**src/rtl/regfile_write_arbiter.sv**
```systemverilog
// Write-port arbiter for the register file (8 general registers plus SP/IH/T).
// Writeback has fixed priority. Loader/debug writes queue in a 2-entry FIFO.
// A starvation counter raises stall_req so that a queued loader entry always
// drains even under a continuous writeback stream. All rf_* outputs come
// straight from flops.
module regfile_write_arbiter #(
    parameter int STARVE_LIMIT = 4,
    parameter int DATA_W       = 16
) (
    input  logic              CLK,
    input  logic              RST_n,
    input  logic              freeze,
    input  logic              wb_valid,
    input  logic [1:0]        wb_spec,
    input  logic [2:0]        wb_addr,
    input  logic [DATA_W-1:0] wb_data,
    input  logic              ld_valid,
    output logic              ld_ready,
    input  logic [1:0]        ld_spec,
    input  logic [2:0]        ld_addr,
    input  logic [DATA_W-1:0] ld_data,
    output logic              rf_regWrite,
    output logic [1:0]        rf_writeSpecReg,
    output logic [2:0]        rf_R3,
    output logic [DATA_W-1:0] rf_inData3,
    output logic              stall_req,
    output logic [1:0]        ld_count
);

    localparam int ENTRY_W = 2 + 3 + DATA_W;

    typedef enum logic [1:0] {
        IDLE  = 2'd0,
        PEND  = 2'd1,
        FORCE = 2'd2
    } arbState_t;

    arbState_t state, stateNext;

    logic [ENTRY_W-1:0] fifoMem [2];
    logic               rdPtr;
    logic               wrPtr;
    logic [1:0]         count;
    logic [1:0]         countNext;
    logic [ENTRY_W-1:0] headEntry;

    logic [3:0]         starveCnt;
    logic [3:0]         starveCntNext;
    logic               stallReq;

    logic               push;
    logic               pop;
    logic               fifoNotEmpty;
    logic               wbGrant;
    logic               ldGrant;

    logic               wrVld_p1;
    logic [1:0]         wrSpec_p1;
    logic [2:0]         wrAddr_p1;
    logic [DATA_W-1:0]  wrData_p1;

    // Handshake and grant decode; ready looks only at the registered count,
    // so a same-cycle pop never lets a full FIFO take a new entry.
    assign ld_ready     = (count != 2'd2);
    assign push         = ld_valid & ld_ready;
    assign fifoNotEmpty = (count != 2'd0);
    assign wbGrant      = ~freeze & wb_valid;
    assign ldGrant      = ~freeze & ~wb_valid & fifoNotEmpty;
    assign pop          = ldGrant;
    assign countNext    = count + {1'b0, push} - {1'b0, pop};
    assign headEntry    = fifoMem[rdPtr];

    // Next-state and starvation-counter logic
    always_comb begin
        stateNext     = state;
        starveCntNext = starveCnt;
        case (state)
            IDLE: begin
                // IDLE means "FIFO empty": leave it on any push, even during
                // freeze, so the starvation counter can run once freeze lifts.
                starveCntNext = 4'd0;
                if (push) begin
                    stateNext = PEND;
                end
            end
            PEND: begin
                if (ldGrant) begin
                    starveCntNext = 4'd0;
                    stateNext     = (countNext == 2'd0) ? IDLE : PEND;
                end else if (!freeze && starveCnt == 4'(STARVE_LIMIT)) begin
                    stateNext = FORCE;
                end else if (wbGrant && fifoNotEmpty) begin
                    starveCntNext = starveCnt + 4'd1;
                end
            end
            FORCE: begin
                // Writeback may still win here to absorb in-flight work;
                // the first loader grant releases the stall.
                if (ldGrant) begin
                    starveCntNext = 4'd0;
                    stateNext     = (countNext == 2'd0) ? IDLE : PEND;
                end
            end
            default: begin
                stateNext     = IDLE;
                starveCntNext = 4'd0;
            end
        endcase
    end

    // Control state: FSM, counter, stall request and FIFO bookkeeping
    always_ff @(posedge CLK or negedge RST_n) begin
        if (!RST_n) begin
            state     <= IDLE;
            starveCnt <= 4'd0;
            stallReq  <= 1'b0;
            count     <= 2'd0;
            rdPtr     <= 1'b0;
            wrPtr     <= 1'b0;
        end else begin
            state     <= stateNext;
            starveCnt <= starveCntNext;
            stallReq  <= (stateNext == FORCE);
            count     <= countNext;
            if (push) begin
                wrPtr <= ~wrPtr;
            end
            if (pop) begin
                rdPtr <= ~rdPtr;
            end
        end
    end

    // FIFO storage; reset flushes it through the pointers and count
    always_ff @(posedge CLK) begin
        if (push) begin
            fifoMem[wrPtr] <= {ld_spec, ld_addr, ld_data};
        end
    end

    // Write-port register stage: load the winner, hold fields when idle
    always_ff @(posedge CLK or negedge RST_n) begin
        if (!RST_n) begin
            wrVld_p1  <= 1'b0;
            wrSpec_p1 <= 2'd0;
            wrAddr_p1 <= 3'd0;
            wrData_p1 <= '0;
        end else begin
            wrVld_p1 <= wbGrant | ldGrant;
            if (wbGrant) begin
                wrSpec_p1 <= wb_spec;
                wrAddr_p1 <= wb_addr;
                wrData_p1 <= wb_data;
            end else if (ldGrant) begin
                {wrSpec_p1, wrAddr_p1, wrData_p1} <= headEntry;
            end
        end
    end

    assign rf_regWrite     = wrVld_p1;
    assign rf_writeSpecReg = wrSpec_p1;
    assign rf_R3           = wrAddr_p1;
    assign rf_inData3      = wrData_p1;
    assign stall_req       = stallReq;
    assign ld_count        = count;

endmodule

```
**config.mk**
```make
export PLATFORM = sky130hd
export DESIGN_NAME = regfile_write_arbiter
export DESIGN_NICKNAME = d
export VERILOG_FILES = /design/src/rtl/regfile_write_arbiter.sv
export SDC_FILE = /design/constraint.sdc
export NUM_CORES = 1
export LEC_CHECK = 0
export ABC_CLOCK_PERIOD_IN_PS = 4600
export CORE_MARGIN = 10
export CORE_UTILIZATION = 40
export DETAILED_ROUTE_END_ITERATION = 6
export GPL_TIMING_DRIVEN = 0
export PLACE_DENSITY = 0.66
export SETUP_SLACK_MARGIN = 0.2
export SLEW_MARGIN = 40
export SYNTH_ARGS = -nofsm -noshare
export SYNTH_HDL_FRONTEND = slang
export SYNTH_SLANG_ARGS = --single-unit
```
**constraint.sdc**
```tcl
create_clock -name CLK -period 4.6 [get_ports CLK]
set_input_delay 0.92 -clock CLK [delete_from_list [all_inputs] [get_ports CLK]]
set_output_delay 0.92 -clock CLK [all_outputs]
set_load 0.03 [all_outputs]
```
[Word-level counts from Yosys, hierarchy flattened]
Memories as Yosys holds them, arrays and structs flattened.
Cells that the tools add are included.
Word-level totals
  flip-flop bits (word level): 33
  RAM bits: 42
  bits of input ports: 47
  output and inout bits: 26
  word-level logic and storage cells: 58
  memories kept: 1
Cells by class
  add/subtract/negate cells: 3
  eq/ne operators: 8
  mux-type cells: 19
  bitwise operators: 9
  reduce and logical (&&, ||, !) cells: 8
Memory list
  fifoMem: words 2, bits a word 21, rd ports 1, clocked after Yosys merged registers in 0, write ports 1, RTL line 40  | logic [ENTRY_W-1:0] fifoMem [2];
Operators with widths (count)
  $mux 16: 2
  $mux 4: 4
  $mux 2: 6
  $pmux 4 s2: 1
  $mux 3: 2
  $ne 3x3->1 const B: 2
  $pmux 2 s3: 1
  $add 4x1->4 const B: 1
  $and 1x1->1: 4
  $eq 2x2->1 const B: 2
  $eq 4x3->1 const B: 1
  $logic_not 2->1: 2
  $ne 2x2->1 const B: 2
  $not 1->1: 4
  $reduce_bool 2->1: 2
  $mux 1: 3
  $reduce_and 3->1: 1
  $add 2x1->2: 1
  $eq 2x1->1 const B: 1
  $logic_and 1x1->1: 2
  $sub 2x1->2: 1
  $logic_not 1->1: 1
  $or 1x1->1: 1

[Longest topological paths before layout]
  depth after elaboration: 9
  mapped depth: 10
  gate-level depth less buffers: 9

[Worst setup path after synthesis]
OpenSTA, ideal clock, no wires.
  path kind: register to register
  start: register count[0], in the netlist ld_count[0]
  end: memory fifoMem[0][0] in the netlist's numbering (enable)
  setup time: 399 ps
  data arrival time: 2117 ps
  data required time: 4201 ps
  setup slack: 2085 ps
  cell stages (with the launch flop): 4
  buffers on the path: 0
  clock period less this slack: 2515 ps
  path through: dfrtp_1 -> nand2b_1 -> nand2_1 -> nor2_1
Between the ends
  longest elaborated chain between the ends: 4
RTL lines
  start, declared: RTL line 43  | logic [1:0] count;
  start signal, assigned: RTL line 124  | count <= countNext;
  $ne 2x2->1: RTL line 64  | assign ld_ready = (count != 2'd2);
  via ld_ready: RTL line 18  | output logic ld_ready,
  $and 1x1->1: RTL line 65  | assign push = ld_valid & ld_ready;
  $mux 1: RTL line 136  | if (push) begin
  $mux 1 (not written as such): RTL line 137  | fifoMem[wrPtr] <= {ld_spec, ld_addr, ld_data};
  end, declared: RTL line 40
The timed path passes the listed nets, and every way through them passes these cells.

[Final worst setup path]
  start: input port freeze
  end: register state[0]
Between the ends
  longest elaborated chain between the ends: 8
  elaborated cells on any way between the ends: 12
  classes of those cells: add/sub (1); mux (5); bitwise (3); reduce/logical (3)
RTL lines
  start, declared: RTL line 12  | input logic freeze,
  $not 1->1: RTL line 68  | assign ldGrant = ~freeze & ~wb_valid & fifoNotEmpty;
  $and 1x1->1 (2 in series): RTL line 68
  $sub 2x1->2: RTL line 70  | assign countNext = count + {1'b0, push} - {1'b0, pop};
  $logic_not 2->1: RTL line 89, 101
  $mux 1: RTL line 89, 101
  $mux 2, on equally long branches: RTL line 99, 87
  $pmux 2 s3 *: RTL line 77  | case (state)
  via stateNext[0]: RTL line 38  | arbState_t state, stateNext;
  end signal, assigned: RTL line 121  | state <= stateNext;
  end, declared: RTL line 38
The timed path passes the listed nets; every way through them passes the cells marked *.
A chain may end at the register's enable or synchronous reset.

==> impl_metrics.ini <==
[clocking]
cts_root_buf = clkbuf_8
cts_buffer_depth = 2
clock-sinks = 75
cts_buffers = 9
hold_buffers = 0
insertion_delay_ns = 0.34
cts_tree = done
cts_resized = 0
cts.htree.levels = 3
clkSlewWorstSetupHoldPaths_ns = 0.08
cts_setup_buffers = 0

[power]
ir_drop_mv = 0.299
p_leak_nw = 1.64
power_density_nw_per_um2 = 606
power_w = 0.00254

[detailed_routing]
drt-total-wl_um = 7030
antenna_left = 0
dr.pass1.iters = 4
route.detailed.drc = 0
via_per_inst = 4.83
wl_per_cell_um = 16.4
dr.first_iter.drc_count = 51
vias = 2069

[global_routing]
grt_max_degree = 22
antenna_found_initial = 0
grt.overflow.total = 0
track_usage_pct = 12.6
grt_pass1_vias = 2288
grt_pass1_wl_um = 11400

[setup_path]
r2r_start = ld_count[1]
critPathKind = in2reg
critPathRequiredTime_ns = 4.82
crit_arrival_ns = 3.07
rrSetupSlack_ns = 2.41
r2r_cells = 10
worstSetupStartpoint = freeze
cp_max_fo = 10
cp-end-kind = flop
start_kind = primary input

[min_path]
hold_path.class = reg2reg
holdPathStages = 1
holdCritStartpoint = state[1]

[floorplan]
core_area_um2 = 7370
rows = 31
die_x_um = 108
die_h_um = 108
pin_count = 73
start_util_pct = 41.8
die_area_um2 = 11600

[synth]
yosysSeqAreaShare_pct = 67.8
syn_area_um2 = 3080
synth.distinct_cells = 29
syn_inst = 239
synth_seq_cells = 75
synth_warnings = 0
synth.avg_cell_area_um2 = 12.9
synth_nets = 289

[final_layout]
nFillCells = 624
diodes = 0
seq_area_um2 = 2090
drive_gt1_share_pct = 11.6
final_common_cell = clkdlybuf4s50_1
area_growth_pct = 36.3
multiInputGateArea_um2 = 920
nets = 374
final_cell_mix = clkdlybuf4s50_1 (71), edfxtp_1 (42), dfrtp_1 (33)

[timing]
min_period_over_period_pct = 62.1
finClkSkew_ns = 0.00440
rsz0062_at_grt = no
tns_ns = 0
setup_violations = 0
worst_slew_pin_slew_ns = 0.539
fin_crit_ns = 2.86
max_slew_margin_pct = 64.0
drv_slew = 0
fmax_ghz = 0.350
hold_viol = 0

[placement]
io_buffers = 72
hpwl_um = 5130
globalplace.congestion = 0.751

[outcome]
status = complete, no violations

[run]
max_cap_violations = 0
==> critical path, stage by stage <==
cell	delay [ns]
clkdlybuf4s50_1	0.47
o21bai_4	0.23
buf_4	0.19
nor2_2	0.23
xnor2_1	0.11
ha_1	0.19
xnor2_1	0.27
and3_1	0.20
o21ai_1	0.06
o221ai_1	0.08
o31ai_1	0.11
==> stage by stage <==
step                      instances  area, um^2  setup slack (ns)  hold slack, ns  utilization [%]
final                           428        4200              1.74           0.498             56.9
after global routing            428        4200              1.61           0.506             56.9
after CTS                       428        4200              1.77           0.494             56.9
after detailed placement        412        3970              1.42           0.484             53.9
after global placement          410        3920              1.11           0.467             53.2
after floorplan                 239        3080              2.08           0.443                -
==> layout make-up <==
class,instances,area share (%)
plain buffers,12,1.67
clock buffers,10,3.28
clock inverters,6,2.12
inverters,3,0.268
multi-input cells,149,21.9
flip-flops and latches,75,49.7
well taps,99,2.95
repair buffers,74,18.1
==> logic make-up (layout without fill, tap and decap cells) <==
family	Yosys count	count (layout)	synth area share (%)
buf+inv	15	105	2.64
mux	21	21	6.83
compound gates	53	53	9.96
fa+ha+maj	3	3	1.22
simple gates	65	65	9.59
xor+xnor	7	7	1.99
flops	75	75	67.8
==> worst paths after layout <==
| path | to |
|---|---|
| worst max-delay path | state[0] |
| worst min-delay path | state[0] |
| worst max register to register | state[0] |
| worst min register to register | state[0] |
| max in group asynchronous | rf_inData3[5] |
| min in group asynchronous | rf_inData3[12] |
==> metal layers <==
layer  global-route usage (%)  wire, um
met5                        0         0
met4                     6.01        90
met3                     3.47       303
met2                     21.9      3680
met1                     13.8      2960
==> Yosys cell counts <==
library cell | instances | share of area [%]
and2b_1 | 2 | 0.49
nand2_1 | 26 | 3.2
xnor2_1 | 3 | 0.85
ha_1 | 3 | 1.2
nand4b_1 | 1 | 0.28
o21bai_4 | 1 | 0.61
dfrtp_1 | 33 | 27
o211ai_1 | 1 | 0.24
o21ai_0 | 3 | 0.49
nor3_1 | 1 | 0.16
o221ai_1 | 1 | 0.28
a21oi_1 | 22 | 3.6
clkbuf_2 | 1 | 0.16
mux2i_1 | 21 | 6.8
o21ai_1 | 22 | 3.6
nor3b_4 | 1 | 0.61
o2111ai_1 | 1 | 0.28
and3_1 | 2 | 0.41
nand2b_1 | 1 | 0.20
nor2_2 | 1 | 0.20
buf_4 | 4 | 0.98
o22ai_4 | 1 | 0.65
edfxtp_1 | 42 | 41
xor2_1 | 4 | 1.1
buf_2 | 7 | 1.1
nor2_1 | 29 | 3.5
o31ai_1 | 1 | 0.24
inv_1 | 3 | 0.37
and4bb_4 | 1 | 0.53
==> where the power goes <==
part	leakage [nW]	switching [W]	internal, W
logic	0.735	0.000559	0.000412
clock network	0.108	0.000240	0.000320
registers	0.799	0.0000939	0.000920
total	1.64	0.000893	0.00165
==> registers in the layout, summed over array words and instances (netlist names) <==
signal	count
rf_writeSpecReg	2
starveCnt	4
wrPtr	1
state	2
fifoMem	42
rf_regWrite	1
stall_req	1
rf_R3	3
rf_inData3	16
ld_count	2
rdPtr	1
(Power assumes the default switching activity.)
